**src/rtl/nco_sweep_ctrl.sv**
```systemverilog
// NCO phase-increment sweep controller.
// Steps phase_incr from start_incr toward stop_incr in step-sized moves,
// holding each value for dwell+1 cycles, optionally returning to start_incr.
//
// state | meaning
// IDLE  | waiting for start; phase_incr holds its last value
// DWELL | sweep active; holding a value or advancing to the next one
// DONE  | one-cycle completion pulse, then back to IDLE
module nco_sweep_ctrl #(
   parameter int INCR_W  = 7,
   parameter int DWELL_W = 8
) (
   input  logic              clk,
   input  logic              rst,
   input  logic              start,
   input  logic              abort,
   input  logic [INCR_W-1:0] start_incr,
   input  logic [INCR_W-1:0] stop_incr,
   input  logic [INCR_W-1:0] step,
   input  logic [DWELL_W-1:0] dwell,
   input  logic              pingpong,
   output logic [INCR_W-1:0] phase_incr,
   output logic              incr_valid,
   output logic              busy,
   output logic              done
);

   typedef enum logic [1:0] {IDLE, DWELL, DONE} state_t;

   state_t               state, state_nxt;
   logic [INCR_W-1:0]    cfg_start, cfg_step;
   logic [DWELL_W-1:0]   cfg_dwell;
   logic                 cfg_pp;
   logic [INCR_W-1:0]    target, target_nxt;
   logic                 leg, leg_nxt;
   logic [DWELL_W-1:0]   dwell_cnt, cnt_nxt;
   logic [INCR_W-1:0]    phase_nxt;
   logic                 iv_nxt;
   logic                 load_cfg;

   logic [INCR_W-1:0]    tgt_sel;
   logic [INCR_W-1:0]    step_eff;
   logic [INCR_W:0]      cur_w, tgt_w, diff_w, step_w;
   logic [INCR_W-1:0]    next_val;

   // Next value toward the active target; when the current target is reached
   // the return leg's target (cfg_start) is used so the turn happens in one cycle.
   always_comb begin
      tgt_sel  = (phase_incr == target) ? cfg_start : target;
      step_eff = (cfg_step == '0) ? {{(INCR_W-1){1'b0}}, 1'b1} : cfg_step;
      cur_w    = {1'b0, phase_incr};
      tgt_w    = {1'b0, tgt_sel};
      step_w   = {1'b0, step_eff};
      diff_w   = (tgt_w > cur_w) ? (tgt_w - cur_w) : (cur_w - tgt_w);
      if (diff_w <= step_w)
         next_val = tgt_sel;
      else if (tgt_w > cur_w)
         next_val = phase_incr + step_eff;
      else
         next_val = phase_incr - step_eff;
   end

   // Next-state and datapath update decisions.
   always_comb begin
      state_nxt  = state;
      phase_nxt  = phase_incr;
      cnt_nxt    = dwell_cnt;
      target_nxt = target;
      leg_nxt    = leg;
      iv_nxt     = 1'b0;
      load_cfg   = 1'b0;
      case (state)
         IDLE: begin
            if (start && !abort) begin
               state_nxt  = DWELL;
               phase_nxt  = start_incr;
               cnt_nxt    = dwell;
               target_nxt = stop_incr;
               leg_nxt    = 1'b0;
               iv_nxt     = 1'b1;
               load_cfg   = 1'b1;
            end
         end
         DWELL: begin
            if (abort) begin
               state_nxt = IDLE;
            end else if (dwell_cnt != '0) begin
               cnt_nxt = dwell_cnt - 1'b1;
            end else if (phase_incr != target || (cfg_pp && !leg)) begin
               if (phase_incr == target) begin
                  target_nxt = cfg_start;
                  leg_nxt    = 1'b1;
               end
               phase_nxt = next_val;
               cnt_nxt   = cfg_dwell;
               // A turn at equal endpoints re-holds the same value; not a new value.
               iv_nxt    = (next_val != phase_incr);
            end else begin
               state_nxt = DONE;
            end
         end
         DONE: state_nxt = IDLE;
         default: state_nxt = IDLE;
      endcase
   end

   // State, datapath and latched configuration registers.
   always_ff @(posedge clk) begin
      if (rst) begin
         state      <= IDLE;
         phase_incr <= '0;
         dwell_cnt  <= '0;
         target     <= '0;
         leg        <= 1'b0;
         incr_valid <= 1'b0;
         cfg_start  <= '0;
         cfg_step   <= '0;
         cfg_dwell  <= '0;
         cfg_pp     <= 1'b0;
      end else begin
         state      <= state_nxt;
         phase_incr <= phase_nxt;
         dwell_cnt  <= cnt_nxt;
         target     <= target_nxt;
         leg        <= leg_nxt;
         incr_valid <= iv_nxt;
         if (load_cfg) begin
            cfg_start <= start_incr;
            cfg_step  <= step;
            cfg_dwell <= dwell;
            cfg_pp    <= pingpong;
         end
      end
   end

   assign busy = (state == DWELL);
   assign done = (state == DONE);

endmodule

```
**config.mk**
```make
export PLATFORM = sky130hd
export DESIGN_NAME = nco_sweep_ctrl
export DESIGN_NICKNAME = d
export VERILOG_FILES = /design/src/rtl/nco_sweep_ctrl.sv
export SDC_FILE = /design/constraint.sdc
export NUM_CORES = 1
export LEC_CHECK = 0
export ABC_AREA = 1
export CORE_AREA = 2 2 86 88
export CTS_CLUSTER_SIZE = 28
export DETAILED_ROUTE_END_ITERATION = 10
export DIE_AREA = 0 0 88 90
export PLACE_DENSITY = 0.83
export SYNTH_ARGS = -nofsm -noshare
export SYNTH_HDL_FRONTEND = slang
export SYNTH_SLANG_ARGS = --single-unit
```
**constraint.sdc**
```tcl
create_clock -name clk -period 5.69 [get_ports clk]
set_input_delay 1.138 -clock clk [delete_from_list [all_inputs] [get_ports clk]]
set_output_delay 1.138 -clock clk [all_outputs]
set_load 0.005 [all_outputs]
```
# Yosys cells after proc, flatten, opt, wreduce, memory -nomap -nowiden
# Cells that the tools add are included.
dict set report classes {
  add_sub_neg 5
  order_cmp 2
  n_eq_ne 13
  n_mux 37
  n_reduce_logical 13
}
# op count
set ops {}
lappend ops {{7-bit 2-to-1 mux} 12}
lappend ops {{8-bit 2-to-1 mux} 5}
lappend ops {{7-bit one-hot mux with 2 select lines} 2}
lappend ops {{8-bit one-hot mux with 2 select lines} 1}
lappend ops {{7-bit by 7-bit subtractor with 8-bit output} 2}
lappend ops {{7-bit inequality test} 2}
lappend ops {{1-bit 2-to-1 mux} 10}
lappend ops {{8-bit by 7-bit less-or-equal comparator with 1-bit output} 1}
lappend ops {{2-bit 2-to-1 mux} 4}
lappend ops {{8-bit nonzero test} 1}
lappend ops {{8-bit by 1-bit subtractor with 8-bit output, second input constant} 1}
lappend ops {{7-bit adder} 1}
lappend ops {{7-bit equality test} 1}
lappend ops {{7-bit greater-than comparator} 1}
lappend ops {{7-bit zero test} 1}
lappend ops {{7-bit subtractor} 1}
lappend ops {{2-bit inequality test, second input constant} 3}
lappend ops {{3-bit inequality test, second input constant} 2}
lappend ops {{6-bit AND reduction} 1}
lappend ops {{5-bit AND reduction} 1}
lappend ops {{2-bit by 1-bit inequality test with 1-bit output, second input constant} 2}
lappend ops {{1-bit one-hot mux with 2 select lines} 2}
lappend ops {{2-bit one-hot mux with 2 select lines} 1}
lappend ops {{4-bit AND reduction} 1}
lappend ops {{other kinds (9)} 11}
dict set report word_totals {
  register_bits 49
  word_cells 80
}

# Logic depth before layout (Yosys ltp)
# Gate-level depths: netlist (run 1).
dict set report depth {
  ltp_word 11
  mapped_depth 41
  mapped_depth_nobuf 39
}

# Worst setup path before layout (run 1)
# OpenSTA, ideal clock, no wires.
dict set report synth_path {
  path_type {reg2reg}
  startpoint {register phase_incr[1]}
  endpoint {register incr_valid}
  arrival_time_ps 4216
  slack_ps 1361
  stages_incl_launch_ff 39
  path_buffers 2
  synth_period_minus_slack_ps 4329
  path_cell_list {dfxtp_1 > inv_2 > nand2_1 > nand2_1 > nand2_1 > nor2_2 > nand2_1 > buf_4 > nand2_1 > nand2_1 > ha_1 > fa_1 > inv_1 > nand3_1 > nand2_1 > nand2_1 > nand2_2 > nand2_4 > [3 not listed] > nand3_1 > o211ai_1 > xor2_1 > ha_1 > a21oi_1 > o21a_1 > nand2_1 > nand2_1 > nand3_4 > buf_6 > nand2_1 > nand3_1 > nand2_1 > nand2_1 > nor2_1 > nand2_1 > nand2_1 > a21oi_2}
}
dict set report synth_via {
  elab_chain_len 11
}
# element line
set synth_rtl {}
lappend synth_rtl {{start, declared} 22} ;# output logic [INCR_W-1:0] phase_incr,
lappend synth_rtl {{start signal, assigned} 122} ;# phase_incr <= phase_nxt;
lappend synth_rtl {{7-bit equality test} 49} ;# tgt_sel = (phase_incr == target) ? cfg_start : target;
lappend synth_rtl {{7-bit 2-to-1 mux} n/a}
lappend synth_rtl {{7-bit by 7-bit subtractor with 8-bit output / 7-bit greater-than comparator (equally long branches)} {54, 57}}
lappend synth_rtl {{8-bit 2-to-1 mux} 54} ;# diff_w = (tgt_w > cur_w) ? (tgt_w - cur_w) : (cur_w - tgt_w);
lappend synth_rtl {{8-bit by 7-bit less-or-equal comparator with 1-bit output} 55} ;# if (diff_w <= step_w)
lappend synth_rtl {{7-bit 2-to-1 mux} 55}
lappend synth_rtl {{7-bit inequality test} 97} ;# iv_nxt = (next_val != phase_incr);
lappend synth_rtl {{1-bit 2-to-1 mux *} 89} ;# end else if (phase_incr != target || (cfg_pp && !leg)) begin
lappend synth_rtl {{1-bit 2-to-1 mux *} 87} ;# end else if (dwell_cnt != '0) begin
lappend synth_rtl {{1-bit 2-to-1 mux *} 85} ;# if (abort) begin
lappend synth_rtl {{1-bit one-hot mux with 2 select lines *} 72} ;# case (state)
lappend synth_rtl {{end signal, assigned} 126} ;# incr_valid <= iv_nxt;
lappend synth_rtl {{end, declared} 23} ;# output logic incr_valid,
# Mark *: on every way between the ends. The rest lies on a longest branch, timed or not.
# A chain may end at the register's enable or synchronous reset.

# Worst setup path in the final report (run 1)
dict set report layout_path {
  startpoint {register phase_incr[3]}
  endpoint {register incr_valid}
}
# The elaborated chain is that of the path after synthesis.

==> results of run 1 <==
[cells in the mapped netlist (5+ instances only)]
cell type,count
sky130_fd_sc_hd__a21oi_1,42
sky130_fd_sc_hd__a31oi_1,18
sky130_fd_sc_hd__clkbuf_1,14
sky130_fd_sc_hd__dfxtp_1,49
sky130_fd_sc_hd__ha_1,30
sky130_fd_sc_hd__inv_1,70
sky130_fd_sc_hd__inv_2,5
sky130_fd_sc_hd__nand2_1,144
sky130_fd_sc_hd__nand3_1,35
sky130_fd_sc_hd__nand3b_1,7
sky130_fd_sc_hd__nand4_1,8
sky130_fd_sc_hd__nor2_1,62
sky130_fd_sc_hd__nor3_1,5
sky130_fd_sc_hd__o21ai_0,55
sky130_fd_sc_hd__xnor2_1,5
sky130_fd_sc_hd__xor2_1,11
[metal layers]
layer / vias to the layer above / global-route usage, % / wire [um] / share of wire, %
met1: 1844 / 37.08 / 4620 / 44
met2: 157 / 45.45 / 5125 / 48
li1: 2043 / - / - / -
met5: - / 0 / 0 / 0
met4: 0 / 8.846 / 255 / 2.4
met3: 26 / 3.673 / 619 / 5.8
[logic make-up after synthesis]
kind of cell,synth area share (%)
multiplexers,0.2554
AND/OR/NAND/NOR,31.38
buffers and inverters,10.60
AO/OA/AOI/OAI,18.07
adder cells (fa/ha/maj),11.11
XOR/XNOR,3.575
flip-flops,25.02
[how the worst max path moves through the flow]
stage                   from         end  slack [ns]  cells past startpoint
4_1_cts        phase_incr[1]  incr_valid        0.12                     32
5_1_grt        phase_incr[1]  incr_valid        0.02                     38
6_report       phase_incr[3]  incr_valid        0.54                     32
3_3_place_gp   phase_incr[1]  incr_valid        0.33                     32
3_5_place_dp   phase_incr[1]  incr_valid        0.12                     32
2_1_floorplan  phase_incr[1]  incr_valid        1.36                     38
[through the flow]
stage | worst slack [ns] | hold slack (ns) | instances | total power, mW
6_report | 0.5363 | 0.5088 | 738 | 1.793
2_1_floorplan | 1.361 | 0.4297 | 604 | 1.321
3_3_place_gp | 0.3345 | 0.4778 | 727 | 1.509
5_1_grt | 0.02167 | 0.5336 | 738 | 1.966
4_1_cts | 0.1164 | 0.5103 | 735 | 1.765
3_5_place_dp | 0.1161 | 0.4976 | 727 | 1.543
[cell usage in the layout (no fill, tap or decap), drive strengths merged, types with 7 or more instances in the layout]
cell type	count
dfxtp	49
nor2	64
inv	75
nand2	151
nand4	9
a31oi	18
o21ai	57
a21oi	45
nand3	38
clkdlybuf4s50	43
ha	30
buf	8
nand3b	7
xor2	11
[what timing repair did]
action / 4_1_cts / 5_1_grt
resized for setup: 0 / 6
buffers inserted: 0 / 3
setup endpoints to repair: 0 / 8
[power breakdown]
part / total [mW] / internal [mW] / switching, mW
Sequential: 0.400 / 0.371 / 0.0294
Clock: 0.221 / 0.0988 / 0.122
Combinational: 1.17 / 0.433 / 0.739
[layout make-up]
| class | count | area (um^2) |
|---|---|---|
| fillers | 641 | 2500 |
| clock buffers | 6 | 82.58 |
| well taps | 99 | 123.9 |
| multi-input cells | 455 | 2540 |
| flip-flops and latches | 49 | 983.4 |
| inverters | 76 | 286.5 |
| repair buffers | 51 | 490.5 |
| clock inverters | 2 | 13.76 |
[state kept, by name, indices dropped and copies added, names as in the netlist]
name        cells
dwell_cnt       8
cfg_pp          1
state           2
cfg_step        7
target          7
phase_incr      7
cfg_dwell       8
incr_valid      1
leg             1
cfg_start       7
[worst register-to-register path, delay by kind of cell, from the launching register on]
kind	cells	cell delay [ns]
buffers and inverters	4	0.66
DFF	1	0.55
xor gates and xnor gates	3	0.47
AOI/OAI and AO/OA	5	0.75
adders and majority gates	2	0.69
and+or+nand+nor	18	1.99
==> PnR_summary.wiki, run 1 <==
{| class="wikitable"
! Metric !! Value
|-
| Final weighted congestion in routability-driven placement || 1.008
|-
| Reg2Reg Depth || 32
|-
| Die outline area || 7920 um^2
|-
| Worst path top cell family by delay || simple AND/OR/NAND/NOR gates
|-
| Number of hold violations in the final report || 0
|-
| Number of cells on the worst hold path || 2
|-
| IR drop worst, VDD || 0.1538 mV
|-
| Number of antenna-violating nets in the routed design || 0
|-
| CTS buffer count || 5
|-
| Crit share post-route || 90.57%
|-
| Overall via count from detail_route || 4070
|-
| Classification of the worst setup path || reg2reg
|-
| CTS max path bufs || 2
|-
| Endpoint of the lowest-slack register-to-register path || incr_valid
|-
| Pin count of the biggest net entering global routing || 45
|-
| Root buffer cell || sky130_fd_sc_hd__clkbuf_8
|-
| Area inside the core boundary || 7020 um^2
|-
| Count of port buffers added during placement || 43
|-
| Detailed router's first-iteration violation count || 294
|-
| Wire length of the first global-routing pass || 17.71 mm
|-
| Placed Area || 4383 um^2
|-
| Die width || 88 um
|-
| Slowest cell on the critical path || sky130_fd_sc_hd__dfxtp_1
|-
| DIE HEIGHT || 90 um
|-
| Number of buffers inserted for hold repair after clock tree synthesis || 0
|-
| Worst flop-to-flop path startpoint || phase_incr[3]
|-
| Number of iterations in the first detailed-routing pass || 5
|-
| Effective utilization at floorplan || 55.84%
|-
| Final Slew Violations || 0
|-
| Share of cells above drive strength 1 || 7.199%
|-
| Outcome || completed
|-
| I/O pin count || 44
|-
| Delay of the slowest cell on the worst path || 0.55 ns
|-
| CTS H-Tree Depth || 2
|-
| WL/cell || 14.39 um
|-
| Critical path startpoint category || flip-flop
|-
| Synthesis-to-layout area growth || 15.32%
|-
| Remaining design rule violation count || 0
|-
| RSZ-0062 raised after global routing || false
|-
| Leakage power summed over all cells || 2.137 nW
|-
| Warning count from the yosys run || 0
|-
| Proportion of synthesized flip-flops having asynchronous set or reset || 0%
|-
| Synth Instances || 604
|-
| Arrival time of data at the critical path endpoint || 5.40 ns
|-
| Worst-path maximum fanout || 14
|-
| Number of diodes added for antenna fixing || 0
|-
| Net count, final || 705
|-
| Dominant cell type by count on the critical path || sky130_fd_sc_hd__nand2_1
|-
| Util after Layout || 64.39%
|-
| Required time at the worst-slack endpoint || 5.93 ns
|-
| Sequential-to-total area share from yosys stat || 25.02%
|-
| Per-instance average area after synthesis || 6.490 um^2
|-
| Number of enable-type register cells in the synthesized netlist || 0
|-
| Routed wire length || 10.62 mm
|-
| TritonCTS clock tree || built
|-
| Number of antenna violations at the first check in global routing || 0
|-
| Via count of the first global-routing pass || 3750
|-
| Pin slew with the least headroom to its limit || 1.054 ns
|-
| Worst min path class || reg2reg
|-
| Number of setup violations in the final report || 0
|-
| Share of the synthesized area in the top cell type || 25.02%
|-
| # Max-Cap Violations || 0
|-
| Clock transition at the register clock pins on the worst setup and hold paths after CTS || 0.09 ns
|-
| Worst hold start || leg
|-
| Power density over cell area || 396.6 nW/um^2
|-
| Total half-perimeter wirelength after legalization and detailed placement || 8.146 mm
|-
| Category of the worst setup path capture point || flip-flop
|-
| Max frequency || 194.0 MHz
|-
| Reg-to-reg setup timing slack || 0.54 ns
|-
| Number of library cell types mapped by synthesis || 40
|-
| Core Rows || 31
|-
| Sinks on Clock Net || 49
|-
| Library cell occupying the most area in the post-synthesis netlist || sky130_fd_sc_hd__dfxtp_1
|-
| Final critical delay including setup and external delays || 5.154 ns
|-
| Clock Latency Late Sink || 0.31 ns
|-
| Cell area after synthesis || 3920 um^2
|-
| Total overflow reported by the global router || 0
|-
| Hold Path Sink || leg
|-
| Summed area of non-filler cells in the final layout || 4521 um^2
|-
| Most used DFF post-synth || sky130_fd_sc_hd__dfxtp_1
|-
| Buffer and inverter count on the worst path || 4
|-
| Routed via count divided by cell count || 5.515
|-
| Number of storage elements in the synthesis netlist || 49
|-
| Main area contributors after synthesis || sky130_fd_sc_hd__dfxtp_1 25%, sky130_fd_sc_hd__nand2_1 14%, sky130_fd_sc_hd__ha_1 9.6%
|-
| Post-Syn Nets || 671
|-
| Global-route usage over all layers || 27.65%
|-
| Final total negative setup slack || 0 ns
|-
| Largest clock skew in the final design || 0.01224 ns
|-
| Slew headroom || 29.63%
|}
Note: power is estimated with default switching activity, not from simulation.
==> inputs of run 2 (changes only) <==
- MAX_ROUTING_LAYER: not set -> met4
==> run 2 against run 1 <==
Compared with the run above: global-route usage rose by 1.3 points; critical endpoint unchanged; die area unchanged; highest routed layer unchanged; flip-flop and latch count did not move; sequential share of layout area rose by 0.15 points.
==> PnR_summary.wiki, run 2 (same netlist as run 1, synthesis figures left out) <==
{| class="wikitable"
! Metric !! Value
|-
| Global-route usage over all layers || 29.00%
|-
| Effective utilization at floorplan || 55.84%
|-
| Power density over cell area || 395.5 nW/um^2
|-
| Number of diodes added for antenna fixing || 0
|-
| Most common library cell in the layout ignoring fill and taps || sky130_fd_sc_hd__nand2_1
|-
| Area of all sequential standard cells || 982.2 um^2
|-
| Combined area of the multi-input logic cells || 2532 um^2
|-
| Sinks on Clock Net || 49
|-
| Worst hold slack across all endpoints || 0.5068 ns
|-
| Worst flop-to-flop path startpoint || phase_incr[4]
|-
| Area inside the core boundary || 7020 um^2
|-
| Slowest cell on the critical path || sky130_fd_sc_hd__dfxtp_1
|-
| Root buffer cell || sky130_fd_sc_hd__clkbuf_8
|-
| Synthesis-to-layout area growth || 14.40%
|-
| Pin slew with the least headroom to its limit || 1.081 ns
|-
| Clock share of power || 11.9%
|-
| Category of the worst setup path capture point || flip-flop
|-
| Dominant cell type by count on the critical path || sky130_fd_sc_hd__nand2_1
|-
| Final critical delay including setup and external delays || 5.140 ns
|-
| Final Slew Violations || 0
|-
| Final weighted congestion in routability-driven placement || 1.013
|-
| Worst hold start || cfg_step[0]
|-
| Register share of total power || 22.6%
|-
| # Max-Cap Violations || 0
|-
| Smallest setup slack after layout || 0.5495 ns
|-
| Number of buffers inserted for hold repair after clock tree synthesis || 0
|-
| Clock Latency Late Sink || 0.31 ns
|-
| WL/cell || 14.76 um
|-
| Crit share post-route || 90.34%
|-
| Postcts setup bufs || 0
|-
| Top library cells by usage in the layout, fill and taps aside || 143 x sky130_fd_sc_hd__nand2_1, 70 x sky130_fd_sc_hd__inv_1, 62 x sky130_fd_sc_hd__nor2_1, 55 x sky130_fd_sc_hd__o21ai_0, 48 x sky130_fd_sc_hd__dfxtp_1
|-
| Overall via count from detail_route || 4078
|-
| Worst path top cell family by delay || simple AND/OR/NAND/NOR gates
|-
| Design Power || 1.774 mW
|-
| Count of port buffers added during placement || 43
|-
| CTS buffer count || 5
|-
| Dpl cells || 728
|-
| Arrival time of data at the critical path endpoint || 5.38 ns
|-
| Clock transition at the register clock pins on the worst setup and hold paths after CTS || 0.09 ns
|-
| Number of iterations in the first detailed-routing pass || 5
|-
| Classification of the worst setup path || reg2reg
|-
| Die outline area || 7920 um^2
|-
| DIE HEIGHT || 90 um
|-
| RSZ-0062 raised after global routing || false
|-
| Slew headroom || 27.89%
|-
| Post-Place Worst Slack || 0.1924 ns
|-
| Remaining design rule violation count || 0
|-
| Number of hold violations in the final report || 0
|-
| Internal || 885.1 uW
|-
| Number of antenna violations at the first check in global routing || 0
|-
| Pin count of the biggest net entering global routing || 45
|-
| Worst-path maximum fanout || 14
|-
| Sw Share || 50.10%
|-
| CTS max path bufs || 2
|-
| Outcome || completed
|-
| Net load switching power || 888.6 uW
|-
| Filler cells || 662
|-
| Die width || 88 um
|-
| CTS H-Tree Depth || 2
|-
| Leakage power summed over all cells || 2.104 nW
|-
| Combinational power share || 65.5%
|-
| Max frequency || 194.5 MHz
|-
| Buffer and inverter count on the worst path || 3
|-
| Largest clock skew in the final design || 0.002699 ns
|-
| IR drop worst, VDD || 0.1622 mV
|-
| Share of cells above drive strength 1 || 6.593%
|-
| Total overflow reported by the global router || 0
|-
| Via count of the first global-routing pass || 3811
|-
| Net count, final || 703
|-
| Wire length of the first global-routing pass || 18.02 mm
|-
| Required time at the worst-slack endpoint || 5.93 ns
|-
| Core Rows || 31
|-
| Final non-filler cell total || 736
|-
| Worst min path class || reg2reg
|-
| Routed wire length || 10.87 mm
|-
| Detailed router's first-iteration violation count || 328
|-
| Delay of the slowest cell on the worst path || 0.53 ns
|-
| Number of setup violations in the final report || 0
|-
| Startpoint of the most critical setup path || phase_incr[4]
|-
| I/O pin count || 44
|-
| Leading registers by flop count || cfg_dwell: 8 flops, dwell_cnt: 8 flops
|-
| TritonCTS clock tree || built
|-
| Critical path startpoint category || flip-flop
|-
| Routed via count divided by cell count || 5.541
|-
| Final total negative setup slack || 0 ns
|-
| Number of antenna-violating nets in the routed design || 0
|-
| Total half-perimeter wirelength after legalization and detailed placement || 8.487 mm
|}
-- run 2: area by class of cell --
type	count	share of cell area (%)
multi-input combinational	455	56.47
sequential	49	21.90
timing repair buffer	49	10.60
inverter	76	6.390
tap	99	2.762
clock buffer	7	1.702
clock inverter	1	0.1674
-- run 2: timing repair --
action,CTS,global route
gates resized for setup,0,4
endpoints found under the setup margin,0,7
hold endpoints to repair,0,0
-- run 2: through the flow --
stage | cell area [um^2] | utilization (%)
6_report | 4484 | 63.87
5_1_grt | 4484 | 63.87
4_1_cts | 4474 | 63.73
3_5_place_dp | 4390 | 62.54
3_3_place_gp | 4390 | 62.54
2_1_floorplan | 3920 | -
-- run 2: tightest hold or removal path, stage by stage, from the launching register on --
cell and delay (ns):
sky130_fd_sc_hd__dfxtp_1 0.31, sky130_fd_sc_hd__inv_1 0.09, sky130_fd_sc_hd__a21oi_1 0.07
-- run 2: power by group through the flow --
stage | sequential (mW) | clock, mW | combinational [mW]
after floorplan | 0.399 | 0 | 0.922
after global placement | 0.407 | 0 | 1.13
after detailed placement | 0.408 | 0 | 1.15
after CTS | 0.400 | 0.213 | 1.15
after global routing | 0.405 | 0.226 | 1.32
final | 0.401 | 0.210 | 1.16
-- run 2: worst paths after layout --
path                                     to  slack (ns)  cells after the start
worst max-delay path             incr_valid        0.55                     35
worst max register to register   incr_valid        0.55                     35
worst min-delay path            cfg_step[0]        0.51                      2
worst min register to register  cfg_step[0]        0.51                      2
-- run 2: per-layer routing --
metal  GRT usage, %  vias to the layer above  share of wire (%)
met4          7.821                        0                1.5
met3          3.214                       22                4.3
met1          37.57                     1887                 45
met2          47.66                      132                 49
met5              -                        -                  0
li1               -                     2037                  -
